File: src/rtl/voice_allocator_pkg.sv
// Shared types and constants for the polyphonic voice allocator.
package voice_allocator_pkg;

  localparam int unsigned NOTE_W      = 3;
  localparam int unsigned NNOTES      = 8;
  localparam int unsigned AGE_W       = 4;
  localparam int unsigned INC_W       = 21;

  // Phase accumulator format used to derive the increments.
  localparam int unsigned BITDEPTH    = 14;
  localparam int unsigned BITFRACTION = 6;
  localparam int unsigned SAMPLEFREQ  = 31250;

  typedef enum logic [1:0] {
    ST_IDLE   = 2'd0,
    ST_SCAN   = 2'd1,
    ST_COMMIT = 2'd2
  } state_e;

  typedef struct packed {
    logic              gate;
    logic [NOTE_W-1:0] note;
    logic [AGE_W-1:0]  age;
  } voice_rec_t;

  // Phase increment for a tone given in centi-Hz, truncated.
  function automatic logic [INC_W-1:0] calc_increment(input longint centihz);
    longint num;
    longint den;
    num = centihz * (longint'(1) << (BITDEPTH + BITFRACTION));
    den = longint'(SAMPLEFREQ) * 100;
    return INC_W'(num / den);
  endfunction

  // C5 D5 E5 F5 G5 A5 B5 C6
  localparam logic [INC_W-1:0] INCR_TABLE [NNOTES] = '{
    calc_increment(52325), calc_increment(58733),
    calc_increment(65925), calc_increment(69846),
    calc_increment(78399), calc_increment(88000),
    calc_increment(98776), calc_increment(104650)
  };

endpackage

File: src/rtl/voice_select_scan.sv
// Sequential target finder: looks at one voice per SCAN cycle and keeps the
// best retrigger / free / oldest candidates seen so far.
module voice_select_scan
  import voice_allocator_pkg::*;
#(
  parameter int unsigned IDXW = 2
) (
  input  logic              clk,
  input  logic              rst_n,
  input  logic              start_i,
  input  logic              step_i,
  input  logic [IDXW-1:0]   idx_i,
  input  logic              gate_i,
  input  logic [NOTE_W-1:0] note_i,
  input  logic [AGE_W-1:0]  age_i,
  input  logic [NOTE_W-1:0] ev_note_i,
  output logic [IDXW-1:0]   target_o,
  output logic              hit_o
);

  logic            match_found_q, match_found_d;
  logic [IDXW-1:0] match_idx_q, match_idx_d;
  logic            free_found_q, free_found_d;
  logic [IDXW-1:0] free_idx_q, free_idx_d;
  logic            old_found_q, old_found_d;
  logic [IDXW-1:0] old_idx_q, old_idx_d;
  logic [AGE_W-1:0] old_age_q, old_age_d;
  logic [IDXW-1:0] target_q, target_d;
  logic            hit_q, hit_d;

  // Candidate update; strict '>' keeps the lowest index on age ties.
  always_comb begin
    match_found_d = match_found_q;
    match_idx_d   = match_idx_q;
    free_found_d  = free_found_q;
    free_idx_d    = free_idx_q;
    old_found_d   = old_found_q;
    old_idx_d     = old_idx_q;
    old_age_d     = old_age_q;
    if (start_i) begin
      match_found_d = 1'b0;
      match_idx_d   = '0;
      free_found_d  = 1'b0;
      free_idx_d    = '0;
      old_found_d   = 1'b0;
      old_idx_d     = '0;
      old_age_d     = '0;
    end else if (step_i) begin
      if (gate_i && (note_i == ev_note_i) && !match_found_q) begin
        match_found_d = 1'b1;
        match_idx_d   = idx_i;
      end
      if (!gate_i && !free_found_q) begin
        free_found_d = 1'b1;
        free_idx_d   = idx_i;
      end
      if (gate_i && (!old_found_q || (age_i > old_age_q))) begin
        old_found_d = 1'b1;
        old_idx_d   = idx_i;
        old_age_d   = age_i;
      end
    end
    if (match_found_d)     target_d = match_idx_d;
    else if (free_found_d) target_d = free_idx_d;
    else                   target_d = old_idx_d;
    hit_d = match_found_d | free_found_d | old_found_d;
  end

  // Candidate registers.
  always_ff @(posedge clk or negedge rst_n) begin
    if (!rst_n) begin
      match_found_q <= 1'b0;
      match_idx_q   <= '0;
      free_found_q  <= 1'b0;
      free_idx_q    <= '0;
      old_found_q   <= 1'b0;
      old_idx_q     <= '0;
      old_age_q     <= '0;
      target_q      <= '0;
      hit_q         <= 1'b0;
    end else begin
      match_found_q <= match_found_d;
      match_idx_q   <= match_idx_d;
      free_found_q  <= free_found_d;
      free_idx_q    <= free_idx_d;
      old_found_q   <= old_found_d;
      old_idx_q     <= old_idx_d;
      old_age_q     <= old_age_d;
      target_q      <= target_d;
      hit_q         <= hit_d;
    end
  end

  assign target_o = target_q;
  assign hit_o    = hit_q;

endmodule

File: src/rtl/voice_allocator.sv
// Polyphonic voice scheduler: accepts note events, picks a voice by scanning
// the bank, commits, and republishes voice state on each sample tick.
module voice_allocator
  import voice_allocator_pkg::*;
#(
  parameter int unsigned NVOICES = 4,
  parameter int unsigned INCW    = 21,
  parameter int unsigned AGEW    = 4
) (
  input  logic                      clk,
  input  logic                      rst_n,
  input  logic                      sample_tick_i,
  input  logic                      ev_valid_i,
  output logic                      ev_ready_o,
  input  logic                      ev_on_i,
  input  logic [2:0]                ev_note_i,
  output logic [NVOICES*INCW-1:0]   voice_incr_o,
  output logic [NVOICES-1:0]        voice_gate_o,
  output logic [NVOICES*3-1:0]      voice_note_o,
  output logic [NVOICES-1:0]        active_mask_o
);

  localparam int unsigned IDXW    = (NVOICES > 1) ? $clog2(NVOICES) : 1;
  // The stored age field is AGE_W wide; AGEW sets the saturation point.
  localparam int unsigned AGE_MAX = (1 << AGEW) - 1;

  state_e            state_q, state_d;
  logic [IDXW-1:0]   scan_idx_q, scan_idx_d;
  logic              ev_on_q, ev_on_d;
  logic [NOTE_W-1:0] ev_note_q, ev_note_d;
  logic              ev_ready_q, ev_ready_d;
  logic              accept_c, step_c, commit_c;

  voice_rec_t        voices_q [NVOICES];
  voice_rec_t        voices_d [NVOICES];
  logic [INCW-1:0]   incr_q   [NVOICES];
  logic [INCW-1:0]   incr_d   [NVOICES];

  logic [NVOICES*INCW-1:0] voice_incr_q;
  logic [NVOICES-1:0]      voice_gate_q;
  logic [NVOICES*3-1:0]    voice_note_q;

  voice_rec_t        scan_rec_c;
  logic [IDXW-1:0]   target_idx;
  logic              target_hit;

  assign scan_rec_c = voices_q[scan_idx_q];

  voice_select_scan #(
    .IDXW (IDXW)
  ) u_scan (
    .clk       (clk),
    .rst_n     (rst_n),
    .start_i   (accept_c),
    .step_i    (step_c),
    .idx_i     (scan_idx_q),
    .gate_i    (scan_rec_c.gate),
    .note_i    (scan_rec_c.note),
    .age_i     (scan_rec_c.age),
    .ev_note_i (ev_note_q),
    .target_o  (target_idx),
    .hit_o     (target_hit)
  );

  // Event FSM: accept in IDLE, one voice per SCAN cycle, then COMMIT.
  always_comb begin
    state_d    = state_q;
    scan_idx_d = scan_idx_q;
    ev_on_d    = ev_on_q;
    ev_note_d  = ev_note_q;
    accept_c   = 1'b0;
    step_c     = 1'b0;
    commit_c   = 1'b0;
    case (state_q)
      ST_IDLE: begin
        if (ev_valid_i && ev_ready_q) begin
          accept_c   = 1'b1;
          ev_on_d    = ev_on_i;
          ev_note_d  = ev_note_i;
          scan_idx_d = '0;
          state_d    = ST_SCAN;
        end
      end
      ST_SCAN: begin
        step_c = 1'b1;
        if (scan_idx_q == IDXW'(NVOICES - 1)) state_d = ST_COMMIT;
        else                                  scan_idx_d = scan_idx_q + 1'b1;
      end
      ST_COMMIT: begin
        commit_c = 1'b1;
        state_d  = ST_IDLE;
      end
      default: state_d = ST_IDLE;
    endcase
    ev_ready_d = (state_d == ST_IDLE);
  end

  // FSM and event registers.
  always_ff @(posedge clk or negedge rst_n) begin
    if (!rst_n) begin
      state_q    <= ST_IDLE;
      scan_idx_q <= '0;
      ev_on_q    <= 1'b0;
      ev_note_q  <= '0;
      ev_ready_q <= 1'b0;
    end else begin
      state_q    <= state_d;
      scan_idx_q <= scan_idx_d;
      ev_on_q    <= ev_on_d;
      ev_note_q  <= ev_note_d;
      ev_ready_q <= ev_ready_d;
    end
  end

  // Working-register update at COMMIT.
  always_comb begin
    voices_d = voices_q;
    incr_d   = incr_q;
    if (commit_c) begin
      for (int i = 0; i < int'(NVOICES); i++) begin
        if (ev_on_q) begin
          if (target_hit && (target_idx == IDXW'(i))) begin
            voices_d[i].gate = 1'b1;
            voices_d[i].note = ev_note_q;
            voices_d[i].age  = '0;
            incr_d[i]        = INCW'(INCR_TABLE[ev_note_q]);
          end else if (voices_q[i].gate && (voices_q[i].age != AGE_W'(AGE_MAX))) begin
            voices_d[i].age = voices_q[i].age + 1'b1;
          end
        end else if (voices_q[i].gate && (voices_q[i].note == ev_note_q)) begin
          voices_d[i].gate = 1'b0;
        end
      end
    end
  end

  // Working registers plus tick-aligned output registers.
  always_ff @(posedge clk or negedge rst_n) begin
    if (!rst_n) begin
      for (int i = 0; i < int'(NVOICES); i++) begin
        voices_q[i] <= '0;
        incr_q[i]   <= '0;
      end
      voice_incr_q <= '0;
      voice_gate_q <= '0;
      voice_note_q <= '0;
    end else begin
      for (int i = 0; i < int'(NVOICES); i++) begin
        voices_q[i] <= voices_d[i];
        incr_q[i]   <= incr_d[i];
      end
      if (sample_tick_i) begin
        for (int i = 0; i < int'(NVOICES); i++) begin
          voice_incr_q[i*INCW +: INCW] <= incr_q[i];
          voice_gate_q[i]              <= voices_q[i].gate;
          voice_note_q[i*3 +: 3]       <= voices_q[i].note;
        end
      end
    end
  end

  // Live gate state for LEDs/debug.
  always_comb begin
    active_mask_o = '0;
    for (int i = 0; i < int'(NVOICES); i++) active_mask_o[i] = voices_q[i].gate;
  end

  assign ev_ready_o   = ev_ready_q;
  assign voice_incr_o = voice_incr_q;
  assign voice_gate_o = voice_gate_q;
  assign voice_note_o = voice_note_q;

endmodule

File: config.mk
export PLATFORM = sky130hd
export DESIGN_NAME = voice_allocator
export DESIGN_NICKNAME = d
export VERILOG_FILES = /design/src/rtl/voice_allocator_pkg.sv /design/src/rtl/voice_select_scan.sv /design/src/rtl/voice_allocator.sv
export SDC_FILE = /design/constraint.sdc
export NUM_CORES = 1
export LEC_CHECK = 0
export CORE_MARGIN = 5
export CORE_UTILIZATION = 45
export DETAILED_ROUTE_END_ITERATION = 10
export GPL_ROUTABILITY_DRIVEN = 0
export PLACE_DENSITY = 0.67
export SYNTH_ARGS = -nofsm -noshare
export SYNTH_HDL_FRONTEND = slang
export SYNTH_SLANG_ARGS = --single-unit
File: constraint.sdc
create_clock -name clk -period 7.7 [get_ports clk]
set_input_delay 1.155 -clock clk [delete_from_list [all_inputs] [get_ports clk]]
set_output_delay 1.155 -clock clk [all_outputs]
set_load 0.02 [all_outputs]
==> flow_summary.toml, run 1 <==
[run_status]
status = "finished, final reports clean"

[synth]
synthMostInstantiatedCell = "dfrtp_1"
synth_common_cells = "dfrtp_1 (193), nand2_1 (143), o21ai_0 (80)"
ys_async_sr_fraction_pct = 100
ys_seq_area_share_pct = 57.8
ys_ff_latch = 193
synthTopCellsByArea = "dfrtp_1 (58%), mux2_2 (11%), nand2_1 (6.4%)"
syn_inst = 730
yosysTopAreaCellShare_pct = 57.8
synth_flop_cell = "dfrtp_1"
syn_avg_cell_area_um2 = 11.4
yosysTopAreaCell = "dfrtp_1"
yosysUniqueCellTypes = 51
synth_enable_flop_cells = 0
ys_warn_count = 0
syn_area_mm2 = 0.00835

[placed_design]
dp_hpwl_um = 13000
port_buffers = 92
place_area_mm2 = 0.00928
dp.cells = 1007

[min_path]
hold_path_class = "register to register"

[clock_network]
cts.sinks = 193
root_buffer = "clkbuf_16"
cts_tree = "done"
cts_made_buffers = 17
hold_buffers = 0
insertion_delay_ns = 0.43
postCtsSetupBuffers = 0
ctsResizeCount = 0
clk_path_buf_depth = 2
cts-htree-levels = 4
path_clk_slew_ns = 0.07

[finish]
n_fill_cell = 1563
design_area_mm2 = 0.00986
layout-drive-gt1-share_pct = 15.8
layout.cells.non_filler = 1039
final_core_util_pct = 54.3
syn_to_final_growth_pct = 18.0
diodes = 0
fin_nets = 822

[critical_path]
critPathMaxStageDelay_ns = 0.82
cp_data_required_time_ns = 8.00
end_kind = "register"
worstPathArrival_ns = 3.21
crit_chain = "mux4_2 -> ha_1 -> a211oi_1 -> a21boi_4 -> a41o_1 -> a41oi_1 -> o21ai_0"
cp_slowest_cell = "dfrtp_1"
crit_family = "compound AO/OA/AOI/OAI gates"
cp-start-kind = "register"
setup.worst_path.class = "register to register"
cp.buffers_inverters = 0
crit_fanout = 19

[timing]
hold_viol = 0
worst_pin_slew_ns = 1.19
rsz0062_at_grt = "no"
layout_min_cycle_time_ns = 2.91
fmax_ghz = 0.344
whs_ns = 0.477
setup_viol = 0
fin_crit_sh_pct = 37.8
final_max_slew_viol_count = 0
max-slew-margin-rel_pct = 20.8
finalSetupTns_ns = 0
skew_ns = 0.00815

[run]
cap_violations = 0

[floorplan]
initial_core_util_pct = 46.0
die_w_um = 146
die_area_mm2 = 0.0214
rows = 49
io_pins = 113
core_area_mm2 = 0.0181
die_h_um = 146

[detailed_routing]
dr.pass1.iters = 5
detail-route-antenna-nets = 0
drt_wl_total_um = 18900
drt-initial-drc-count = 410
drc_errors = 0
num_vias = 5585
via_per_inst = 5.38
wire_per_inst_um = 18.2

[pwr]
leakage_nw = 4.73
p_per_area_mw_per_mm2 = 334
irDropWorstVdd_mv = 0.203

[grt]
grt_first_pass_wirelength_um = 31500
grt_pass1_vias = 5739
grt_use_total_pct = 18.3
antenna_found_initial = 0
overflow = 0
grt_max_degree = 113
sequential cells by signal (all words and copies together), names as in the netlist:
name and flops:
incr_q 60, voice_incr_o 60, voices_q 28, voice_note_o 12
active_mask_o 4, u_scan.old_age_q 4, voice_gate_o 4, ev_note_q 3
scan_idx_q 2, state_q 2, u_scan.free_idx_q 2, u_scan.match_idx_q 2
u_scan.old_idx_q 2, u_scan.target_o 2, ev_on_q 1, ev_ready_o 1
u_scan.free_found_q 1, u_scan.hit_o 1, u_scan.match_found_q 1, u_scan.old_found_q 1
power breakdown:
group | internal (mW) | switching, mW | leakage [nW] | total (mW)
clock network | 0.460 | 0.402 | 0.278 | 0.862
registers | 1.23 | 0.235 | 2.65 | 1.46
logic | 0.421 | 0.549 | 1.80 | 0.969
layout by cell type, fill, tap and decap left out, types with 4 or more instances in the layout:
cell type        instances
conb_1                  20
inv_1                   11
nand3b_1                 4
dfrtp_1                193
ha_1                    17
or2_2                    4
nand3_1                 20
a21oi_1                  8
inv_8                    5
o21ai_0                 80
mux2_2                  78
mux2i_1                  8
nor2b_1                  4
nand2_1                143
clkbuf_16               17
xor2_1                  19
clkdlybuf4s50_1         90
o41ai_1                  4
nor2_1                  24
metrics by stage:
| step | worst slack [ns] | power (mW) |
|---|---|---|
| finish | 4.79 | 3.29 |
| global route | 4.57 | 3.47 |
| CTS | 4.80 | 3.32 |
| detailed placement | 4.75 | 2.45 |
| global placement | 4.82 | 2.41 |
| floorplan | 5.16 | 2.03 |
worst paths after layout:
path	from	endpoint	slack, ns	cells after the start
min in group asynchronous	rst_n	voice_gate_o[1]$_DFFE_PN0P_	0.83	1
worst min-delay path	incr_q[57]$_DFFE_PN0P_	incr_q[57]$_DFFE_PN0P_	0.48	2
max in group asynchronous	rst_n	voice_incr_o[32]$_DFFE_PN0P_	5.29	2
worst min register to register	incr_q[57]$_DFFE_PN0P_	incr_q[57]$_DFFE_PN0P_	0.48	2
worst max register to register	scan_idx_q[0]$_DFFE_PN0P_	u_scan.target_o[0]$_DFF_PN0_	4.79	7
worst max-delay path	scan_idx_q[0]$_DFFE_PN0P_	u_scan.target_o[0]$_DFF_PN0_	4.79	7
cell type report:
cell class / instances / area [um^2] / share of cell area, %
Inverter: 11 / 41.3 / 0.419
Clock inverter: 13 / 141 / 1.43
Sequential cell: 193 / 4830 / 49.0
Multi-Input combinational cell: 480 / 3190 / 32.3
Clock buffer: 19 / 433 / 4.39
Timing Repair Buffer: 94 / 937 / 9.51
Tap cell: 229 / 287 / 2.91
worst reg2reg max path, cell delays in order, from the launching register on:
cell and delay (ns):
dfrtp_1 0.82, mux4_2 0.63, ha_1 0.33, a211oi_1 0.36, a21boi_4 0.14, a41o_1 0.25, a41oi_1 0.15, o21ai_0 0.10
routing by layer:
metal	vias up	track usage, %	wire, um
li1	2588	-	-
met1	2827	25.9	8750
met2	157	29.2	9060
met3	13	3.53	897
met4	0	5.13	189
met5	-	0	0
cell families after synthesis:
family	count (synthesis)	share of synthesized area, %
AO/OA/AOI/OAI	110	7.75
XOR/XNOR	22	2.31
adder cells (fa/ha/maj)	17	2.55
buffers and inverters	76	4.84
flip-flops	193	57.8
multiplexers	92	13.2
other	1	0.0449
AND/OR/NAND/NOR	219	11.4
Power figures use the tool's default switching activity.
==> inputs of run 2 (changes only) <==
Clock period 7.7 ns to 2.95 ns, I/O delays scaled along.
==> flow_summary.toml, run 2 (same netlist as run 1, synthesis figures left out) <==
[run_status]
status = "finished with violations"
violations = "negative hold slack"

[critical_path]
reg2reg_depth = 7
setup.worst_path.class = "register to register"
cp-start-kind = "register"
rr_startpoint = "scan_idx_q[0]$_DFFE_PN0P_"
rr_endpoint = "u_scan.target_o[0]$_DFF_PN0_"
end_kind = "register"
regToRegSetupSlack_ns = 0.22
cp_slowest_cell = "mux4_2"
cp_data_required_time_ns = 3.23
crit_chain = "mux4_2 -> ha_1 -> a211oi_1 -> a21boi_4 -> a41o_1 -> a41oi_1 -> o21ai_0"
critPathMaxStageDelay_ns = 0.59
worstPathArrival_ns = 3.01
crit_fanout = 7

[detailed_routing]
top_layer_used = "met4"
route.met3.wl_um = 1030
wire_per_inst_um = 18.5
via_per_inst = 5.40
detail-route-antenna-nets = 0
drt_wl_total_um = 19300
drc_errors = 0
wl_met2_um = 9190
dr.pass1.iters = 5
num_vias = 5646
drt-initial-drc-count = 430
wl_met1_um = 8650

[timing]
whs_ns = -0.00509
final_max_slew_viol_count = 0
setup_viol = 0
hold_viol = 3
skew_ns = 0.00979
fin_crit_sh_pct = 92.6
layout_min_cycle_time_ns = 2.73
rsz0062_at_grt = "no"
fmax_ghz = 0.366
finalSetupTns_ns = 0
max-slew-margin-rel_pct = 31.6
worst_pin_slew_ns = 1.03

[clock_network]
insertion_delay_ns = 0.44
ctsResizeCount = 0
cts.sinks = 193
path_clk_slew_ns = 0.07
clk_path_buf_depth = 2
cts-htree-levels = 4
postCtsSetupBuffers = 0
hold_buffers = 0
cts_made_buffers = 17
root_buffer = "clkbuf_16"
cts_tree = "done"

[finish]
layout.cells.non_filler = 1046
layout_commonest_cell = "dfrtp_1"
design_area_mm2 = 0.00995
most-common-layout-cells = "dfrtp_1 (193), nand2_1 (143), clkdlybuf4s50_1 (90), o21ai_0 (80), mux2_2 (78)"
final_core_util_pct = 54.8
fin_nets = 829
diodes = 0
n_fill_cell = 1529
layout-drive-gt1-share_pct = 16.4
syn_to_final_growth_pct = 19.1

[pwr]
irDropWorstVdd_mv = 0.529
p_per_area_mw_per_mm2 = 882
p_total_mw = 8.78
leakage_nw = 4.78

[placed_design]
dp.cells = 1014
place_area_mm2 = 0.00936
port_buffers = 92
dp_hpwl_um = 13400

[floorplan]
io_pins = 113
die_area_mm2 = 0.0214
rows = 49
initial_core_util_pct = 46.0
die_w_um = 146
die_h_um = 146
core_area_mm2 = 0.0181

[grt]
grt_pass1_vias = 5834
grt_use_total_pct = 18.6
grt_max_degree = 77
antenna_found_initial = 0
overflow = 0
grt_first_pass_wirelength_um = 31600

[run]
cap_violations = 0

[min_path]
hold_path_class = "input pin to async pin"
-- run 2: cell count changes in the layout (fill, tap and decap cells not counted), sizes merged --
| cell | previous run | this run |
|---|---|---|
| buf | 3 | 10 |
| clkbuf | 20 | 22 |
| bufinv | 1 | 2 |
| clkinv | 2 | 1 |
| clkinvlp | 2 | 1 |
| inv | 19 | 18 |
-- run 2: worst max-delay path: cells and delay by family, from the launching register on --
family / cells / cell delay (ns)
flip-flops: 1 / 0.56
AO/OA/AOI/OAI: 5 / 1.10
adder cells (fa/ha/maj): 1 / 0.33
multiplexers: 1 / 0.59
-- run 2: power by group --
part           internal, mW  switching [mW]
Clock                  1.30            1.04
Sequential             3.20           0.539
Combinational          1.15            1.56
-- run 2: per-stage QoR --
stage	hold WS, ns	worst slack [ns]
finish	-0.00509	0.218
global route	0.0368	0.106
CTS	0.0178	0.249
detailed placement	0.464	0.303
global placement	0.456	0.432
floorplan	0.147	0.412
-- run 2: cell type report --
| cell class | instances | area (um^2) | area share [%] |
|---|---|---|---|
| tap | 229 | 287 | 2.88 |
| timing repair buffer | 101 | 1010 | 10.2 |
| clock buffer | 21 | 450 | 4.53 |
| clock inverter | 11 | 139 | 1.40 |
| sequential | 193 | 4830 | 48.5 |
| multi-input combinational | 480 | 3190 | 32.0 |
| inverter | 11 | 41.3 | 0.415 |
-- run 2: worst max-delay path by stage --
stage | startpoint | end | cells after the start
finish | scan_idx_q[0]$_DFFE_PN0P_ | u_scan.target_o[0]$_DFF_PN0_ | 7
global route | scan_idx_q[0]$_DFFE_PN0P_ | u_scan.target_o[0]$_DFF_PN0_ | 7
CTS | scan_idx_q[0]$_DFFE_PN0P_ | u_scan.target_o[0]$_DFF_PN0_ | 7
detailed placement | scan_idx_q[0]$_DFFE_PN0P_ | u_scan.target_o[0]$_DFF_PN0_ | 7
global placement | scan_idx_q[0]$_DFFE_PN0P_ | u_scan.target_o[0]$_DFF_PN0_ | 8
floorplan | scan_idx_q[0]$_DFFE_PN0P_ | u_scan.target_o[0]$_DFF_PN0_ | 10
-- run 2: per-layer routing --
layer / global-route usage [%] / up-vias
li1: - / 2601
met1: 25.3 / 2828
met2: 29.6 / 182
met3: 4.15 / 35
met4: 6.82 / 0
met5: 0 / -
